--- src/rtl/pipe_pkg.sv ---
// Shared definitions for the front-end pipeline controller: opcodes, FSM states
// and the per-opcode register-read decode.
package pipe_pkg;

  localparam logic [3:0] OP_LW  = 4'h8;
  localparam logic [3:0] OP_SW  = 4'h9;
  localparam logic [3:0] OP_BR  = 4'hD;
  localparam logic [3:0] OP_HLT = 4'hF;

  typedef enum logic [1:0] {
    StRun    = 2'd0,
    StDrain  = 2'd1,
    StHalted = 2'd2
  } ctrl_state_t;

  // FieldSrc1 = instr[7:4], FieldSrc2 = instr[3:0], FieldSw = instr[11:8]
  typedef enum logic [1:0] {
    FieldSrc1,
    FieldSrc2,
    FieldSw
  } field_sel_t;

  function automatic logic uses_src(input logic [3:0] opcode, input field_sel_t field_sel);
    case (field_sel)
      FieldSrc1: return (opcode <= OP_LW) || (opcode == OP_SW) || (opcode == OP_BR);
      FieldSrc2: return (opcode <= 4'h3) || (opcode == 4'h7);
      FieldSw:   return opcode == OP_SW;
      default:   return 1'b0;
    endcase
  endfunction

endpackage

--- src/rtl/sat_counter.sv ---
// Saturating up-counter with synchronous active-low reset; sticks at all-ones.
module sat_counter #(
  parameter int unsigned CNT_W = 16
) (
  input  logic             clk,
  input  logic             rst,
  input  logic             inc,
  output logic [CNT_W-1:0] cnt
);

  logic [CNT_W-1:0] cnt_q, cnt_d;

  always_comb begin
    cnt_d = cnt_q;
    if (inc && (cnt_q != '1)) cnt_d = cnt_q + CNT_W'(1);
  end

  always_ff @(posedge clk) begin
    if (!rst) cnt_q <= '0;
    else      cnt_q <= cnt_d;
  end

  assign cnt = cnt_q;

endmodule

--- src/rtl/fd_pipeline_ctrl.sv ---
// Fetch/decode hazard, flush and halt sequencer. Pipeline controls are combinational
// from the current state; state, drain count and halted are registered.
module fd_pipeline_ctrl
  import pipe_pkg::*;
#(
  parameter int unsigned DRAIN_CYCLES = 3,
  parameter int unsigned CNT_W        = 16
) (
  input  logic             clk,
  input  logic             rst,
  input  logic [15:0]      fd_instr,
  input  logic             dx_is_load,
  input  logic [3:0]       dx_rd,
  input  logic             branch_taken,
  input  logic             mem_stall,
  output logic             pc_wen,
  output logic             fd_wen,
  output logic             fd_flush,
  output logic             dx_wen,
  output logic             dx_flush,
  output logic             halted,
  output logic [1:0]       state,
  output logic [CNT_W-1:0] stall_cnt,
  output logic [CNT_W-1:0] flush_cnt
);

  localparam int unsigned DrainW = (DRAIN_CYCLES > 1) ? $clog2(DRAIN_CYCLES) : 1;

  ctrl_state_t       state_q, state_d;
  logic [DrainW-1:0] drain_q, drain_d;
  logic              halted_q, halted_d;
  logic              load_use, is_hlt, stall_inc, flush_inc;
  logic [3:0]        opcode;

  always_comb begin
    opcode   = fd_instr[15:12];
    is_hlt   = (opcode == OP_HLT);
    // r0 is hard-wired, so a load targeting it can never feed a consumer.
    load_use = dx_is_load && (dx_rd != 4'd0) &&
               ((uses_src(opcode, FieldSrc1) && (fd_instr[7:4] == dx_rd)) ||
                (uses_src(opcode, FieldSrc2) && (fd_instr[3:0] == dx_rd)) ||
                (uses_src(opcode, FieldSw)   && (fd_instr[11:8] == dx_rd)));
  end

  always_comb begin
    pc_wen    = 1'b0;
    fd_wen    = 1'b0;
    fd_flush  = 1'b0;
    dx_wen    = 1'b0;
    dx_flush  = 1'b0;
    stall_inc = 1'b0;
    flush_inc = 1'b0;
    state_d   = state_q;
    drain_d   = drain_q;
    case (state_q)
      StRun: begin
        if (mem_stall) begin
          stall_inc = 1'b1;
        end else if (load_use) begin
          dx_wen    = 1'b1;
          dx_flush  = 1'b1;
          stall_inc = 1'b1;
        end else if (is_hlt) begin
          fd_wen   = 1'b1;
          fd_flush = 1'b1;
          dx_wen   = 1'b1;
          state_d  = StDrain;
          drain_d  = DrainW'(DRAIN_CYCLES - 1);
        end else begin
          pc_wen    = 1'b1;
          fd_wen    = 1'b1;
          dx_wen    = 1'b1;
          fd_flush  = branch_taken;
          flush_inc = branch_taken;
        end
      end
      StDrain: begin
        fd_flush = 1'b1;
        dx_flush = 1'b1;
        if (mem_stall) begin
          stall_inc = 1'b1;
        end else begin
          dx_wen = 1'b1;
          if (drain_q == '0) state_d = StHalted;
          else               drain_d = drain_q - DrainW'(1);
        end
      end
      StHalted: ;
      default: state_d = StRun;
    endcase
    halted_d = (state_d == StHalted);
  end

  always_ff @(posedge clk) begin
    if (!rst) begin
      state_q  <= StRun;
      drain_q  <= '0;
      halted_q <= 1'b0;
    end else begin
      state_q  <= state_d;
      drain_q  <= drain_d;
      halted_q <= halted_d;
    end
  end

  assign halted = halted_q;
  assign state  = state_q;

  sat_counter #(.CNT_W(CNT_W)) u_stall_cnt (
    .clk (clk),
    .rst (rst),
    .inc (stall_inc),
    .cnt (stall_cnt)
  );

  sat_counter #(.CNT_W(CNT_W)) u_flush_cnt (
    .clk (clk),
    .rst (rst),
    .inc (flush_inc),
    .cnt (flush_cnt)
  );

endmodule

--- config.mk ---
export PLATFORM = sky130hd
export DESIGN_NAME = fd_pipeline_ctrl
export DESIGN_NICKNAME = d
export VERILOG_FILES = /design/src/rtl/pipe_pkg.sv /design/src/rtl/sat_counter.sv /design/src/rtl/fd_pipeline_ctrl.sv
export SDC_FILE = /design/constraint.sdc
export NUM_CORES = 1
export LEC_CHECK = 0
export CAP_MARGIN = 20
export CELL_PAD_IN_SITES_DETAIL_PLACEMENT = 1
export CELL_PAD_IN_SITES_GLOBAL_PLACEMENT = 2
export CORE_MARGIN = 3
export CORE_UTILIZATION = 26
export CTS_BUF_LIST = sky130_fd_sc_hd__clkbuf_16
export CTS_CLUSTER_DIAMETER = 150
export CTS_CLUSTER_SIZE = 14
export DETAILED_ROUTE_END_ITERATION = 8
export GPL_TIMING_DRIVEN = 1
export HOLD_SLACK_MARGIN = 0.03
export PLACE_DENSITY_LB_ADDON = 0.1
export SYNTH_ARGS = -nofsm -noshare
export SYNTH_HDL_FRONTEND = slang
export SYNTH_SLANG_ARGS = --single-unit
--- constraint.sdc ---
create_clock -name clk -period 2.4 [get_ports clk]
set_input_delay 0.48 -clock clk [delete_from_list [all_inputs] [get_ports clk]]
set_output_delay 0.48 -clock clk [all_outputs]
set_load 0.02 [all_outputs]
-- Word-level counts from Yosys, hierarchy flattened
Cells that the tools add are included.
- $add $sub $neg: 3
- $mul: 0
- div/mod/pow operators: 0
- magnitude comparators: 2
- equality and inequality tests: 17
- shift operators: 0
- muxes and demuxes: 35
- bitwise gates (word level): 0
- reductions and logical operators: 18
- operators by type and width (operator ; number):
    adder 16 x 1 -> 16 bit, second input constant ; 2
    != test 16 bit, second input constant ; 2
    2-to-1 mux 1 bit ; 20
    2-to-1 mux 2 bit ; 10
    equality test 4 bit ; 3
    equality test 4 bit, second input constant ; 3
    != test 2 bit, second input constant ; 5
    logical AND 1 bit ; 7
    case mux 1 bit (2 select lines) ; 3
    case mux 2 bit (3 select lines) ; 1
    AND reduction 6 bit ; 1
    logical OR 1 bit ; 5
    equality test 2 bit, second input constant ; 2
    equality test 4 x 3 -> 1 bit, second input constant ; 1
    <= comparator 4 x 2 -> 1 bit, second input constant ; 1
    <= comparator 4 bit, second input constant ; 1
    zero test 2 bit ; 2
    case mux 2 bit (2 select lines) ; 1
    nonzero test 4 bit ; 1
    equality test 2 x 1 -> 1 bit, second input constant ; 1
    nonzero test 2 bit ; 1
    OR reduction 2 bit ; 1
    subtractor 2 x 1 -> 2 bit, second input constant ; 1
- flip-flop bits (word level): 37
- bits in latches: 0
- RAM bits: 0
- memory bits (read-only): 0
- input port bits: 25
- output and inout bits: 40
- word-level logic and storage cells: 80
- memories: 0

-- Logic depth before layout (Yosys ltp)
Gate-level depths: netlist of the first run.
- depth after elaboration: 11
- gate-level depth with buffers: 8
- gate-level depth less buffers: 7

-- Modules after synthesis
Synthesis of the first run repeated with hierarchy kept, for this count alone.
- cell total of the unflattened synthesis: 266
- area, all modules: 2213.4 um^2
- modules (own cells, without submodules) (module ; times used ; cells an instance ; area an instance (um^2) ; sequential area each (um^2)):
    sat_counter ; 2 ; 97 ; 837.1 ; 320.3
    fd_pipeline_ctrl ; 1 ; 72 ; 539.3 ; 100.1

-- Least setup slack after synthesis of the first run
No wires, ideal clock.
- kind: input port to output port
- start: input dx_rd[2]
- end: output dx_flush
- data arrival time: 1.946 ns
- required time: 1.920 ns
- slack: -0.026 ns
- stages on the path: 5
- cell sequence: xor2_1 a2111oi_4 nand3_2 a31o_2 o31ai_1
- word-level cells in the longest chain between the ends: 8
- elaborated cells between the ends (all ways): 14
- those cells by class: eq/ne (3); mux (3); reduce/logical (8)
- ends and longest elaborated chain (element ; line ; text):
    start: declaration ; fd_pipeline_ctrl.sv:13 ; input logic [3:0] dx_rd,
    equality test 4 bit, on equally long branches ; fd_pipeline_ctrl.sv:40, fd_pipeline_ctrl.sv:41 ;
    logical AND 1 bit, on equally long branches ; fd_pipeline_ctrl.sv:40, fd_pipeline_ctrl.sv:41 ;
    logical OR 1 bit ; fd_pipeline_ctrl.sv:40 ; ((uses_src(opcode, FieldSrc1) && (fd_instr[7:4] == dx_rd)) ||
    logical OR 1 bit ; fd_pipeline_ctrl.sv:41 ; (uses_src(opcode, FieldSrc2) && (fd_instr[3:0] == dx_rd)) ||
    logical AND 1 bit (*) ; fd_pipeline_ctrl.sv:39 ; load_use = dx_is_load && (dx_rd != 4'd0) &&
    2-to-1 mux 1 bit (*) ; fd_pipeline_ctrl.sv:59 ; end else if (load_use) begin
    2-to-1 mux 1 bit (*) ; fd_pipeline_ctrl.sv:57 ; if (mem_stall) begin
    case mux 1 bit (2 select lines) (*) ; fd_pipeline_ctrl.sv:55 ; case (state_q)
    end: declaration ; fd_pipeline_ctrl.sv:20 ; output logic dx_flush,
Mark *: on every way between the ends. The rest lies on a longest branch, timed or not.

-- Worst setup path after layout of the first run
- start: input fd_instr[2]
- end: output dx_flush
- word-level cells in the longest chain between the ends: 8
- ends and longest elaborated chain (element ; line ; text):
    start: declaration ; fd_pipeline_ctrl.sv:11 ; input logic [15:0] fd_instr,
    equality test 4 bit ; fd_pipeline_ctrl.sv:41 ;
    logical AND 1 bit ; fd_pipeline_ctrl.sv:41 ;
    logical OR 1 bit ; fd_pipeline_ctrl.sv:40 ;
    logical OR 1 bit ; fd_pipeline_ctrl.sv:41 ;
    logical AND 1 bit ; fd_pipeline_ctrl.sv:39 ;
    2-to-1 mux 1 bit ; fd_pipeline_ctrl.sv:59 ;
    2-to-1 mux 1 bit ; fd_pipeline_ctrl.sv:57 ;
    case mux 1 bit (2 select lines) ; fd_pipeline_ctrl.sv:55 ;
No other way between the ends.

==> reports/summary.md, run 1 <==
The flow ran to the end, and the final reports show no timing, DRC or antenna violations. At the later pin of the worst-skew pair, clock insertion delay measures 0.28 ns. The tools report the total detailed-routing wirelength as 6.70 mm. At the worst endpoint, the required time is 1.92 ns. Clock tree synthesis found a total of 37 sinks.

TritonCTS built the clock tree. CTS built an H-tree with a depth of 2. Detailed-routing iteration count for the pre-antenna-repair pass: 4. Slowest cell on the critical path: sky130_fd_sc_hd__a2111oi_4. The Yosys step of the flow raised 0 warnings.

In the layout the commonest cells are sky130_fd_sc_hd__clkdlybuf4s50_1 (42), sky130_fd_sc_hd__dfxtp_1 (37), sky130_fd_sc_hd__buf_4 (36). The total nets after synthesis came out at 278. The number of global-route vias before repair came out at 2292. The number of max-cap violations was 0. The mean routed wirelength per cell was 14.9 um. The setup TNS after final layout is 0 ns. Initial core utilization: 27.8%.

Timing would allow up to 430 MHz. The slew at the pin with the worst max-slew slack works out to 0.383 ns. Global routing consumed, on the met1 layer, 20.7% of the routing resources.

The number of rows created at floorplan is 31, and the fraction of met3 tracks used by global routing is 3.31%. The post-synthesis register bit count came out at 37. Entering global routing, the biggest net connects 33 pins.

The synthesized netlist contains 41 unique library cells. The path type of the worst setup path was in -> out. TritonCTS created 5 clock buffers. The die extent in y was 95.4 um.

From synthesis to final layout, the design area changed by 58.6%. The analysis attributes to cell leakage a power of 1.17 nW. Once detail routing completed, the nets flagged for antenna violations numbered 0. The clock tree skew after final layout was 0.00365 ns. The average via count per standard cell came out at 4.96. Leading cell type in the layout, fill and taps excluded: sky130_fd_sc_hd__clkdlybuf4s50_1. Power spread over the standard cell area amounts to 455 nW/um^2. For this run, the register share of the synthesized area comes to 35.6%.

The die footprint is 9100 um^2. The logs give 2232 for the total number of vias and 0 for the hold violation count in the final report. In this run the tool buffered the top-level ports with 64 buffer cells. The global routing stage identified its most utilized layer as met2. The final layout contains 378 nets. Number of max-slew violations in the final report: 0. The peak fanout along the critical path works out to 3.

The number of DRC markers after the initial detailed-route iteration was 47; the global placement routability congestion was 0.692. The number of antenna diodes in the final layout is 0. The combined area of all synthesized cells was 2080 um^2; the total placed instance area was 3060 um^2.

Measured against its own limit, the worst slew margin works out to 74.3%. The kind of launch point of the worst setup path is an input port. The logs give 0 for the number of remaining DRC errors and 7490 um^2 for the placeable core area. For this run the aggregate overflow at the end of global routing stands at 0.

Wire length of the first global-routing pass: 11.1 mm. The clock edge transition at the registers on the reported setup and hold paths is 0.06 ns. After layout, the worst path uses 96.8% of the clock period. The largest single stage delay on the critical path is 0.33 ns.

The minimum period implied by the final worst setup slack came out at 2.32 ns. The tools report the initial antenna violation count as 0. The path category of the worst min-delay check was reg -> reg. The run gives 1.50 mW as the power after layout. The overall die width was 95.4 um; the final instance area was 3300 um^2.

For this run, global-route usage on met2 was measured as 24.8%. The filler cells instantiated in the layout total 903. The endpoint type of the worst setup path was a primary output. The data arrival time of the critical path was 1.84 ns; the number of buffers on the longest clock path was 2. The post-route netlist has 25.1% of its cells at a drive strength greater than 1. The hold buffer count at cts is 0. The mean area per synthesized cell came out at 8.31 um^2.

The tools report the final cell utilization of the core as 44.0%. Walking the worst path, the cells encountered are buf_2 > xor2_2 > a2111oi_4 > nand3_2 > a31o_4 > o31ai_4 > buf_6. The wire-length estimate of the detail-placed layout is 4.86 mm.

The cell sitting at the root of the clock tree is a sky130_fd_sc_hd__clkbuf_16. Global routing usage summed across all routing layers: 15.4%. In the synthesized netlist, the number of instances is 250. Setup violations remaining at the end of the flow were counted as 0. 65 I/O pins were placed.

IR analysis of the VDD net gives a maximum drop of 0.235 mV.
[metrics by stage]
step / cells / worst slack, ns / hold slack (ns)
after floorplan: 250 / 0.143 / 0.432
after global routing: 450 / -0.0289 / 0.482
after CTS: 446 / 0.000144 / 0.457
after detailed placement: 436 / -0.841 / 0.449
final: 450 / 0.0771 / 0.452
after global placement: 436 / -0.788 / 0.441
[final timing paths]
path / from / end / slack (ns) / cells past startpoint
worst max-delay path: fd_instr[2] / dx_flush / 0.08 / 7
worst min-delay path: drain_q[1] / drain_q[1] / 0.45 / 2
worst max register to register: u_flush_cnt.cnt[8] / u_flush_cnt.cnt[7] / 0.31 / 8
worst min register to register: drain_q[1] / drain_q[1] / 0.45 / 2
[state kept, by name (all words and copies together), names as in the netlist]
| name | flops |
|---|---|
| drain_q | 2 |
| halted | 1 |
| state | 2 |
| u_flush_cnt.cnt | 16 |
| u_stall_cnt.cnt | 16 |
[cell families (layout without fill, tap and decap cells)]
group | count (synthesis) | count (layout) | share of synthesized area [%]
AOI/OAI and AO/OA | 61 | 61 | 20.8
xor gates and xnor gates | 19 | 19 | 8.01
adders and majority gates | 3 | 3 | 1.81
buffers and inverters | 15 | 116 | 2.83
DFF | 37 | 37 | 35.6
muxes | 6 | 6 | 2.89
and+or+nand+nor | 109 | 109 | 28.1
[power by group]
group	internal [mW]	switching [mW]
logic	0.111	0.116
registers	0.622	0.00942
clock network	0.381	0.260
total	1.11	0.385
[synth_stat cells]
cell type / n / area [um^2]
sky130_fd_sc_hd__dfxtp_1: 37 / 741
sky130_fd_sc_hd__nand2_1: 22 / 82.6
sky130_fd_sc_hd__a21oi_1: 20 / 100
sky130_fd_sc_hd__nor2_1: 18 / 67.6
sky130_fd_sc_hd__xor2_1: 15 / 131
sky130_fd_sc_hd__nand3_1: 13 / 65.1
sky130_fd_sc_hd__or3_1: 12 / 75.1
sky130_fd_sc_hd__o21ai_0: 10 / 50.1
sky130_fd_sc_hd__o31ai_1: 10 / 75.1
sky130_fd_sc_hd__or4_1: 8 / 60.1
sky130_fd_sc_hd__inv_1: 7 / 26.3
sky130_fd_sc_hd__nand2b_1: 7 / 43.8
sky130_fd_sc_hd__mux2i_1: 6 / 60.1
sky130_fd_sc_hd__nand4_1: 6 / 37.5
sky130_fd_sc_hd__clkbuf_1: 5 / 18.8
sky130_fd_sc_hd__nor2b_1: 5 / 31.3
sky130_fd_sc_hd__nor3_1: 5 / 25.0
sky130_fd_sc_hd__o211ai_1: 5 / 37.5
sky130_fd_sc_hd__o21ai_1: 4 / 20.0
sky130_fd_sc_hd__xnor2_1: 4 / 35.0
sky130_fd_sc_hd__and3_1: 3 / 18.8
sky130_fd_sc_hd__ha_1: 3 / 37.5
sky130_fd_sc_hd__nor4_1: 3 / 18.8
sky130_fd_sc_hd__and4_1: 2 / 17.5
sky130_fd_sc_hd__buf_2: 2 / 10.0
sky130_fd_sc_hd__o21ai_2: 2 / 17.5
sky130_fd_sc_hd__or2_2: 2 / 12.5
sky130_fd_sc_hd__a2111oi_4: 1 / 27.5
sky130_fd_sc_hd__a21o_1: 1 / 7.51
sky130_fd_sc_hd__a31o_2: 1 / 8.76
sky130_fd_sc_hd__a31oi_1: 1 / 6.26
sky130_fd_sc_hd__a31oi_4: 1 / 21.3
sky130_fd_sc_hd__a32oi_1: 1 / 8.76
sky130_fd_sc_hd__and2_1: 1 / 6.26
sky130_fd_sc_hd__buf_1: 1 / 3.75
sky130_fd_sc_hd__nand3_2: 1 / 10.0
sky130_fd_sc_hd__nand3b_2: 1 / 11.3
sky130_fd_sc_hd__o2111ai_1: 1 / 8.76
sky130_fd_sc_hd__o2111ai_4: 1 / 26.3
sky130_fd_sc_hd__o21a_1: 1 / 7.51
sky130_fd_sc_hd__o41ai_1: 1 / 8.76
[layout make-up]
cell class              instances  area, um^2  area share (%)
clock buffers                   5         125            3.80
clock inverters                 3        17.5           0.531
inverters                       7        26.3           0.797
multi-input cells             198        1400            42.4
flip-flops and latches         37         741            22.5
well taps                      99         124            3.76
repair buffers                101         867            26.3
[timing repair]
action,in CTS,in global routing
pin swaps,12,14
resized for setup,72,20
setup endpoints to repair,30,9
setup buffers,2,4
[metal layers]
layer / part of all wire (%) / routed length [um]
met2: 48 / 3210
met5: 0 / 0
met4: 0.55 / 37
met1: 47 / 3150
met3: 4.5 / 301
[critical path: cells and delay by family]
family	cells	cell delay, ns
AO/OA/AOI/OAI	3	0.79
buffers and inverters	2	0.26
XOR/XNOR	1	0.18
AND/OR/NAND/NOR	1	0.13
No activity file was read; power rests on OpenSTA's default activity.
==> run 2, diff against run 1 <==
- ABC_AREA: not set -> 1
- CORE_MARGIN: 3 -> 8
==> reports/summary.md, run 2 <==
After synthesis, the cell types taking the most area are sky130_fd_sc_hd__dfxtp_1 (30%), sky130_fd_sc_hd__nand2_1 (15%), sky130_fd_sc_hd__a21oi_1 (7.1%). The logs give 2470 um^2 (+19%) for the combined area of all synthesized cells and 0 (unchanged) for the initial antenna violation count. The number of rows created at floorplan is 35 (+13%), and the overall die width is 114 um (+19%). The tools report the sequential-to-total area share from yosys stat as 29.9% (-5.7 points). Final instance area: 3620 um^2 (+9.9%).

The sink count of the clock tree came out at 37 (unchanged). Post-synthesis cell type count: 32 (-22%). The root buffer cell chosen for the clock tree is sky130_fd_sc_hd__clkbuf_16. The number of endpoints failing setup at the final stage is 0 (unchanged), and the clock edge transition at the registers on the reported setup and hold paths is 0.06 ns (about the same).

The final critical-path share of the clock period is 99.3% (+2.5 points). The top cell types in the final layout, fill and taps aside, are sky130_fd_sc_hd__nand2_1 (95), sky130_fd_sc_hd__clkdlybuf4s50_1 (51), sky130_fd_sc_hd__dfxtp_1 (37). The worst reg-to-reg path cell count was 7 (-1). The total detailed-routing wirelength was 8.40 mm (+25%); the mean area per synthesized cell was 6.69 um^2 (-20%). Setup repair after global routing could not meet its margin everywhere. The share of final-layout standard cells stronger than drive strength 1 was 15.1% (-9.9 points). For the endpoint required time on the critical path, the log shows 1.92 ns (about the same). The run finished with clean final reports. Area of combinational cells with multiple inputs: 1570 um^2 (+13%). The wire length of the first global-routing pass came out at 14.0 mm (+26%). Sorting the synthesized cells by how often they occur yields sky130_fd_sc_hd__nand2_1 (96), sky130_fd_sc_hd__dfxtp_1 (37), sky130_fd_sc_hd__nor2_1 (36), sky130_fd_sc_hd__a21oi_1 (35), sky130_fd_sc_hd__inv_1 (35). Worst hold slack after final layout: 0.509 ns (+0.0565 ns).

The slack of the worst reg-to-reg path was 0.62 ns (+0.31 ns). The mean routed wirelength per cell works out to 14.4 um (-3.6%). The path category of the worst min-delay check was reg -> reg.

The clock tree skew after final layout was 0.00502 ns (+0.00137 ns); the initial core utilization was 26.8% (-0.98 points). The number of buffers on the longest clock path came out at 2 (unchanged). The hold-critical path depth was 2 (unchanged). The largest total area in the synthesized netlist belongs to sky130_fd_sc_hd__dfxtp_1.

The tools report the hold violation count in the final report as 0 (unchanged). The minimum period implied by the final worst setup slack was 2.38 ns (+0.0607 ns); the share of synthesized flip-flops with an asynchronous set or reset was 0% (unchanged). For the number of max-slew violations in the final report, the log shows 0 (unchanged). The setup path with the least slack is of type in -> out.

The tools report the total nets after synthesis as 398 (+43%). The logs give 0.28 ns (about the same) for the clock network latency to the later pin of the worst-skew pair and 13.1% (-2.3 points) for the global routing usage summed across all routing layers. The most used flip-flop cell after synthesis is sky130_fd_sc_hd__dfxtp_1. The number of global-route vias before repair came out at 2808 (+23%). The run gives 741 um^2 (unchanged) as the area occupied by registers. sky130_fd_sc_hd__nand2_1 is the most common cell in the netlist.

The total number of vias is 2682 (+20%). The tools report the endpoint type of the worst setup path as a primary output. The worst vdd rail ir drop is 0.223 mV (-5.4%). Total power density per cell area: 451 nW/um^2 (-0.85%).

The startpoint of the most critical register-to-register path is u_stall_cnt.cnt[0]. For the number of antenna repair diodes, the log shows 0 (unchanged). The post-synthesis register bit count is 37 (unchanged).

The die footprint was 12900 um^2 (+42%). The proportion of netlist area held by the largest area contributor is 29.9% (-5.7 points). The run gives 1.49 nW (+28%) as the leakage power total. The slew at the pin with the worst max-slew slack works out to 0.448 ns (+0.0652 ns).

Total placed instance area: 3370 um^2 (+10%). The number of cells produced by synthesis was 370 (+48%); the total I/O pin count was 65 (unchanged). The run gives 113 (+140%) as the number of DRC markers after the initial detailed-route iteration. The library cell used most frequently in the layout, excluding fill and tap cells, is sky130_fd_sc_hd__nand2_1. Average via count per standard cell: 4.58 (-7.6%).

The logs give 0 (unchanged) for the number of max-cap violations and 1.90 ns (+0.06 ns) for the data arrival time of the critical path. The worst setup path is launched from an input port. The global placement routability congestion is 0.739 (+6.8%).

The number of H-tree levels was 2 (unchanged); the maximum frequency from static timing analysis was 420 MHz (-2.5%). The total CTS buffers came out at 5 (unchanged). Start point of the critical path: fd_instr[3].

The largest net degree at the start of global routing was 19 (-42%). The count of buffers from port buffering is 64 (unchanged), and the placeable core area is 9240 um^2 (+23%). The total congestion overflow was 0 (unchanged). The worst hold path begins at u_stall_cnt.cnt[1]. The run gives 483 (+28%) as the net total in the final layout. The tools report the total half-perimeter wirelength after legalization and detailed placement as 6.44 mm (+33%).

The tools report the detailed-routing iteration count for the pre-antenna-repair pass as 4 (unchanged). Number of antenna-violating nets in the routed design: 0 (unchanged). The die extent in y is 114 um (+19%), and the tightest slew margin relative to the limit is 70.1% (-4.3 points). Compared with the post-synthesis result, the final layout area differs by 46.5%. For the number of filler instances in the final layout, the log shows 1165 (+29%).

The number of enable flip-flop cells after synthesis is 0 (unchanged). TritonCTS built the clock tree. The hold buffer count at cts is 0 (unchanged), and the number of warnings reported in the yosys synthesis log is 0 (unchanged). The peak fanout along the critical path is 3 (unchanged). The number of remaining DRC errors came out at 0 (unchanged).
[run 2: cell types whose count changed after synthesis, moves of 6 or more]
cell / change
sky130_fd_sc_hd__inv_1: +28
sky130_fd_sc_hd__a21oi_1: +15
sky130_fd_sc_hd__or4_1: -8
sky130_fd_sc_hd__nand4_1: +13
sky130_fd_sc_hd__nor2_1: +18
sky130_fd_sc_hd__nand2b_1: -7
sky130_fd_sc_hd__nand2_1: +74
sky130_fd_sc_hd__xnor2_1: +8
sky130_fd_sc_hd__nand3_1: +18
sky130_fd_sc_hd__mux2i_1: -6
sky130_fd_sc_hd__o31ai_1: -9
sky130_fd_sc_hd__or3_1: -12
[run 2: stage by stage]
| step | total power, mW | utilization, % | setup slack [ns] | TNS, ns | cells |
|---|---|---|---|---|---|
| floorplan | 0.763 | - | 0.323 | 0 | 370 |
| global placement | 0.882 | 36.5 | -0.549 | -2.02 | 574 |
| detailed placement | 0.884 | 36.5 | -0.591 | -2.13 | 574 |
| CTS | 1.65 | 38.4 | -0.0426 | -0.0426 | 583 |
| global route | 1.71 | 39.2 | -0.0585 | -0.0923 | 585 |
| finish | 1.63 | 39.2 | 0.0164 | 0 | 585 |
[run 2: area by class of cell]
cell class / instances / area share [%]
flip-flops and latches: 37 / 20.4
inverters: 39 / 4.04
multi-input cells: 283 / 43.4
well taps: 129 / 4.45
clock inverters: 3 / 1.14
clock buffers: 5 / 3.45
repair buffers: 89 / 23.1
[run 2: path summary, 6_finish.rpt]
| kind | endpoint |
|---|---|
| hold reg to reg | u_stall_cnt.cnt[1] |
| setup reg to reg | u_stall_cnt.cnt[9] |
| hold / removal | u_stall_cnt.cnt[1] |
| setup / recovery | dx_flush |
[run 2: critical path, stage by stage]
cell	delay [ns]
sky130_fd_sc_hd__clkdlybuf4s50_1	0.49
sky130_fd_sc_hd__inv_1	0.04
sky130_fd_sc_hd__nand2_1	0.05
sky130_fd_sc_hd__nand2_1	0.05
sky130_fd_sc_hd__nor2_1	0.10
sky130_fd_sc_hd__nand3_1	0.11
sky130_fd_sc_hd__nand3_4	0.14
sky130_fd_sc_hd__nand2_4	0.07
sky130_fd_sc_hd__o31ai_4	0.22
sky130_fd_sc_hd__buf_6	0.14
[run 2: repair_timing]
item | 4_1_cts | 5_1_grt
hold endpoints to repair | 0 | 0
resized for setup | 30 | 19
gates cloned | 0 | 0
setup endpoints to repair | 4 | 5
pin swaps | 4 | 4
setup buffers | 1 | 2
[run 2: logic make-up (layout without fill, tap and decap cells)]
kind of cell    Yosys count  in the layout  share of synthesized area [%]
simple gates            206            206                           40.1
buf+inv                  50            136                           8.70
compound gates           48             48                           10.5
flops                    37             37                           29.9
xor+xnor                 26             26                           9.20
fa+ha+maj                 3              3                           1.52
[run 2: per-layer routing]
metal / GRT usage [%] / share of wire [%] / vias up
met4: 2.66 / 0.70 / 0
met1: 16.4 / 48 / 1254
met3: 3.22 / 4.6 / 5
met2: 22.2 / 47 / 46
met5: 0 / 0 / -
li1: - / - / 1377
[run 2: power by group]
part / internal, mW / switching, mW
Combinational: 0.112 / 0.137
Clock: 0.487 / 0.269
Sequential: 0.621 / 0.00829
Total: 1.22 / 0.414
==> run 3, diff against run 2 <==
- GPL_TIMING_DRIVEN: 1 -> 0
==> reports/summary.md, run 3 (same netlist as run 2, synthesis figures left out) <==
The total power density per cell area is 452 nW/um^2 (+0.27%). The minimum period implied by the final worst setup slack was 2.27 ns (-0.118 ns); the share of final-layout standard cells stronger than drive strength 1 was 11.9% (-3.2 points). The number of endpoints failing setup at the final stage came out at 0 (unchanged). The run finished with clean final reports. The initial antenna violation count is 0 (unchanged).

The number of rows created at floorplan was 35 (unchanged). The final critical-path share of the clock period was 94.4% (-4.9 points); the final cell utilization of the core was 38.4% (-0.81 points). Leaving out fill and tap cells, the most frequent cell in the layout is sky130_fd_sc_hd__nand2_1.

The global placement routability congestion came out at 0.759 (+2.7%). Maximum frequency from static timing analysis: 441 MHz (+5.2%). In this run the most critical hold path is launched from u_stall_cnt.cnt[1].

Clock tree skew after final layout: 0.00988 ns (+0.00486 ns). The number of global-route vias before repair was 2721 (-3.1%). The mean routed wirelength per cell works out to 14.4 um (+0.52%). For the tightest slew margin relative to the limit, the log shows 63.1% (-7.0 points). The startpoint identified for the worst register-to-register timing path is u_stall_cnt.cnt[0]. For the number of filler instances in the final layout, the log shows 1183 (+1.5%). The library cell used as clock root buffer is sky130_fd_sc_hd__clkbuf_16. Walking the worst path, the cells encountered are clkdlybuf4s50_1 > nor2_2 > inv_1 > a21oi_4 > buf_6 > buf_4. The logs give 0.255 mV (+15%) for the worst vdd rail ir drop and 0 (unchanged) for the number of max-cap violations. Leaving out fill and tap cells, the most frequent cells in the layout are sky130_fd_sc_hd__nand2_1 (95), sky130_fd_sc_hd__clkdlybuf4s50_1 (38), sky130_fd_sc_hd__dfxtp_1 (37). The average via count per standard cell works out to 4.65 (+1.5%). The logs give 2 (unchanged) for the number of buffers on the longest clock path and 68 (-40%) for the number of DRC markers after the initial detailed-route iteration. For the endpoint required time on the critical path, the log shows 1.92 ns (about the same). The largest individual stage delay along the critical path comes from the cell sky130_fd_sc_hd__clkdlybuf4s50_1.

Clock edge transition at the registers on the reported setup and hold paths: 0.06 ns (about the same). Wire length of the first global-routing pass: 13.9 mm (-0.44%). The die extent in y came out at 114 um (unchanged). The worst hold slack after final layout is 0.501 ns (-0.00722 ns), and the synthesis-to-finish area growth is 43.4%. TritonCTS built the clock tree. The total congestion overflow is 0 (unchanged).

STA classifies the critical path startpoint as an input port. For the number of H-tree levels, the log shows 2 (unchanged). The run gives 4 (unchanged) as the detailed-routing iteration count for the pre-antenna-repair pass.

Setup repair after global routing left no endpoint under its margin. Number of antenna repair diodes: 0 (unchanged). The logs give 65 (unchanged) for the total I/O pin count and 1.79 ns (-0.11 ns) for the data arrival time of the critical path. The die footprint came out at 12900 um^2 (unchanged).

The path class of the tightest hold or removal check is reg -> reg. The path type of the worst setup path is in -> out. The number of antenna-violating nets in the routed design came out at 0 (unchanged). The run gives -0.699 ns (-0.108 ns) as the worst setup timing slack at the placement stage.

The total detailed-routing wirelength is 8.28 mm (-1.4%). The sink count of the clock tree is 37 (unchanged), and the number of remaining DRC errors is 0 (unchanged). The number of max-slew violations in the final report came out at 0 (unchanged). The run gives 0.28 ns (about the same) as the clock network latency to the later pin of the worst-skew pair. The worst setup path is captured at a primary output. Tracing the worst setup path back leads to its startpoint at mem_stall. The run gives 13.1% (+0.022 points) as the global routing usage summed across all routing layers. The run gives 3550 um^2 (-2.1%) as the final instance area. The hold violation count in the final report is 0 (unchanged), and the total half-perimeter wirelength after legalization and detailed placement is 6.33 mm (-1.6%). The peak fanout along the critical path was 6 (+3).

The final worst setup slack came out at 0.134 ns (+0.118 ns). The total CTS buffers was 5 (unchanged). The delay contributed by the slowest stage of the critical path works out to 0.56 ns (+0.07 ns). The run gives 1.52 nW (+2.1%) as the leakage power total.

The net total in the final layout is 473 (-2.1%), and the initial core utilization is 26.8% (unchanged). The logs give 12 (-7) for the largest net degree at the start of global routing and 2671 (-0.41%) for the total number of vias. The tools report the placeable core area as 9240 um^2 (unchanged).

The slew at the pin with the worst max-slew slack works out to 0.554 ns (+0.106 ns). The overall die width is 114 um (unchanged). The logs give 3270 um^2 (-3.2%) for the total placed instance area and 0 (unchanged) for the hold buffer count at cts. The count of buffers from port buffering was 63 (-1.6%).
run 3: changes by cell type in the layout (fill, tap and decap cells not counted):
| cell | change |
|---|---|
| sky130_fd_sc_hd__dlygate4sd2_1 | +2 |
| sky130_fd_sc_hd__buf_2 | +1 |
| sky130_fd_sc_hd__clkbuf_1 | +6 |
| sky130_fd_sc_hd__a21oi_2 | -1 |
| sky130_fd_sc_hd__clkinv_2 | +1 |
| sky130_fd_sc_hd__buf_4 | -20 |
| sky130_fd_sc_hd__buf_6 | +4 |
| sky130_fd_sc_hd__dlymetal6s2s_1 | +10 |
| sky130_fd_sc_hd__a21oi_1 | +1 |
| sky130_fd_sc_hd__clkdlybuf4s50_1 | -13 |
| sky130_fd_sc_hd__clkinv_1 | -1 |
| sky130_fd_sc_hd__clkinvlp_4 | -1 |
run 3: metrics by stage:
step / TNS (ns) / total power, mW / cells
after global placement: -2.74 / 0.867 / 562
final: 0 / 1.60 / 574
after floorplan: 0 / 0.763 / 370
after CTS: 0 / 1.63 / 573
after global routing: 0 / 1.68 / 574
after detailed placement: -3.08 / 0.871 / 562
run 3: final timing paths:
check	slack, ns	endpoint	cells past startpoint
worst max-delay path	0.13	pc_wen	6
worst min-delay path	0.50	u_stall_cnt.cnt[1]	2
worst max register to register	0.41	u_stall_cnt.cnt[14]	8
worst min register to register	0.50	u_stall_cnt.cnt[1]	2
run 3: layout make-up:
cell class                 count  area (um^2)  area share, %
buffer                        11         72.6           2.04
clock buffer                   5          125           3.52
clock inverter                 2         35.0          0.987
inverter                      39          146           4.12
multi-input combinational    283         1570           44.2
sequential                    37          741           20.9
tap                          129          161           4.55
timing repair buffer          68          699           19.7
run 3: power breakdown:
group	internal, mW	total (mW)	switching, mW	leakage (nW)
clock network	0.483	0.738	0.256	0.0797
logic	0.101	0.237	0.136	1.14
registers	0.621	0.630	0.00817	0.299
run 3: per-layer routing:
layer / up-vias / share of wire, % / track usage (%) / wire, um
li1: 1365 / - / - / -
met4: 0 / 0.94 / 3.20 / 78
met3: 4 / 5.0 / 3.12 / 411
met2: 48 / 46 / 21.7 / 3820
met1: 1254 / 48 / 16.7 / 3970
met5: - / 0 / 0 / 0
run 3: worst max-delay path, delay by kind of cell:
| kind | cells | cell delay, ns |
|---|---|---|
| compound gates | 1 | 0.15 |
| simple gates | 1 | 0.24 |
| buf+inv | 4 | 0.91 |
run 3: repair_timing:
action                     CTS  global route
gates resized for setup     34            27
pin swaps                    3            13
setup endpoints to repair    4             5
setup buffers                4             1
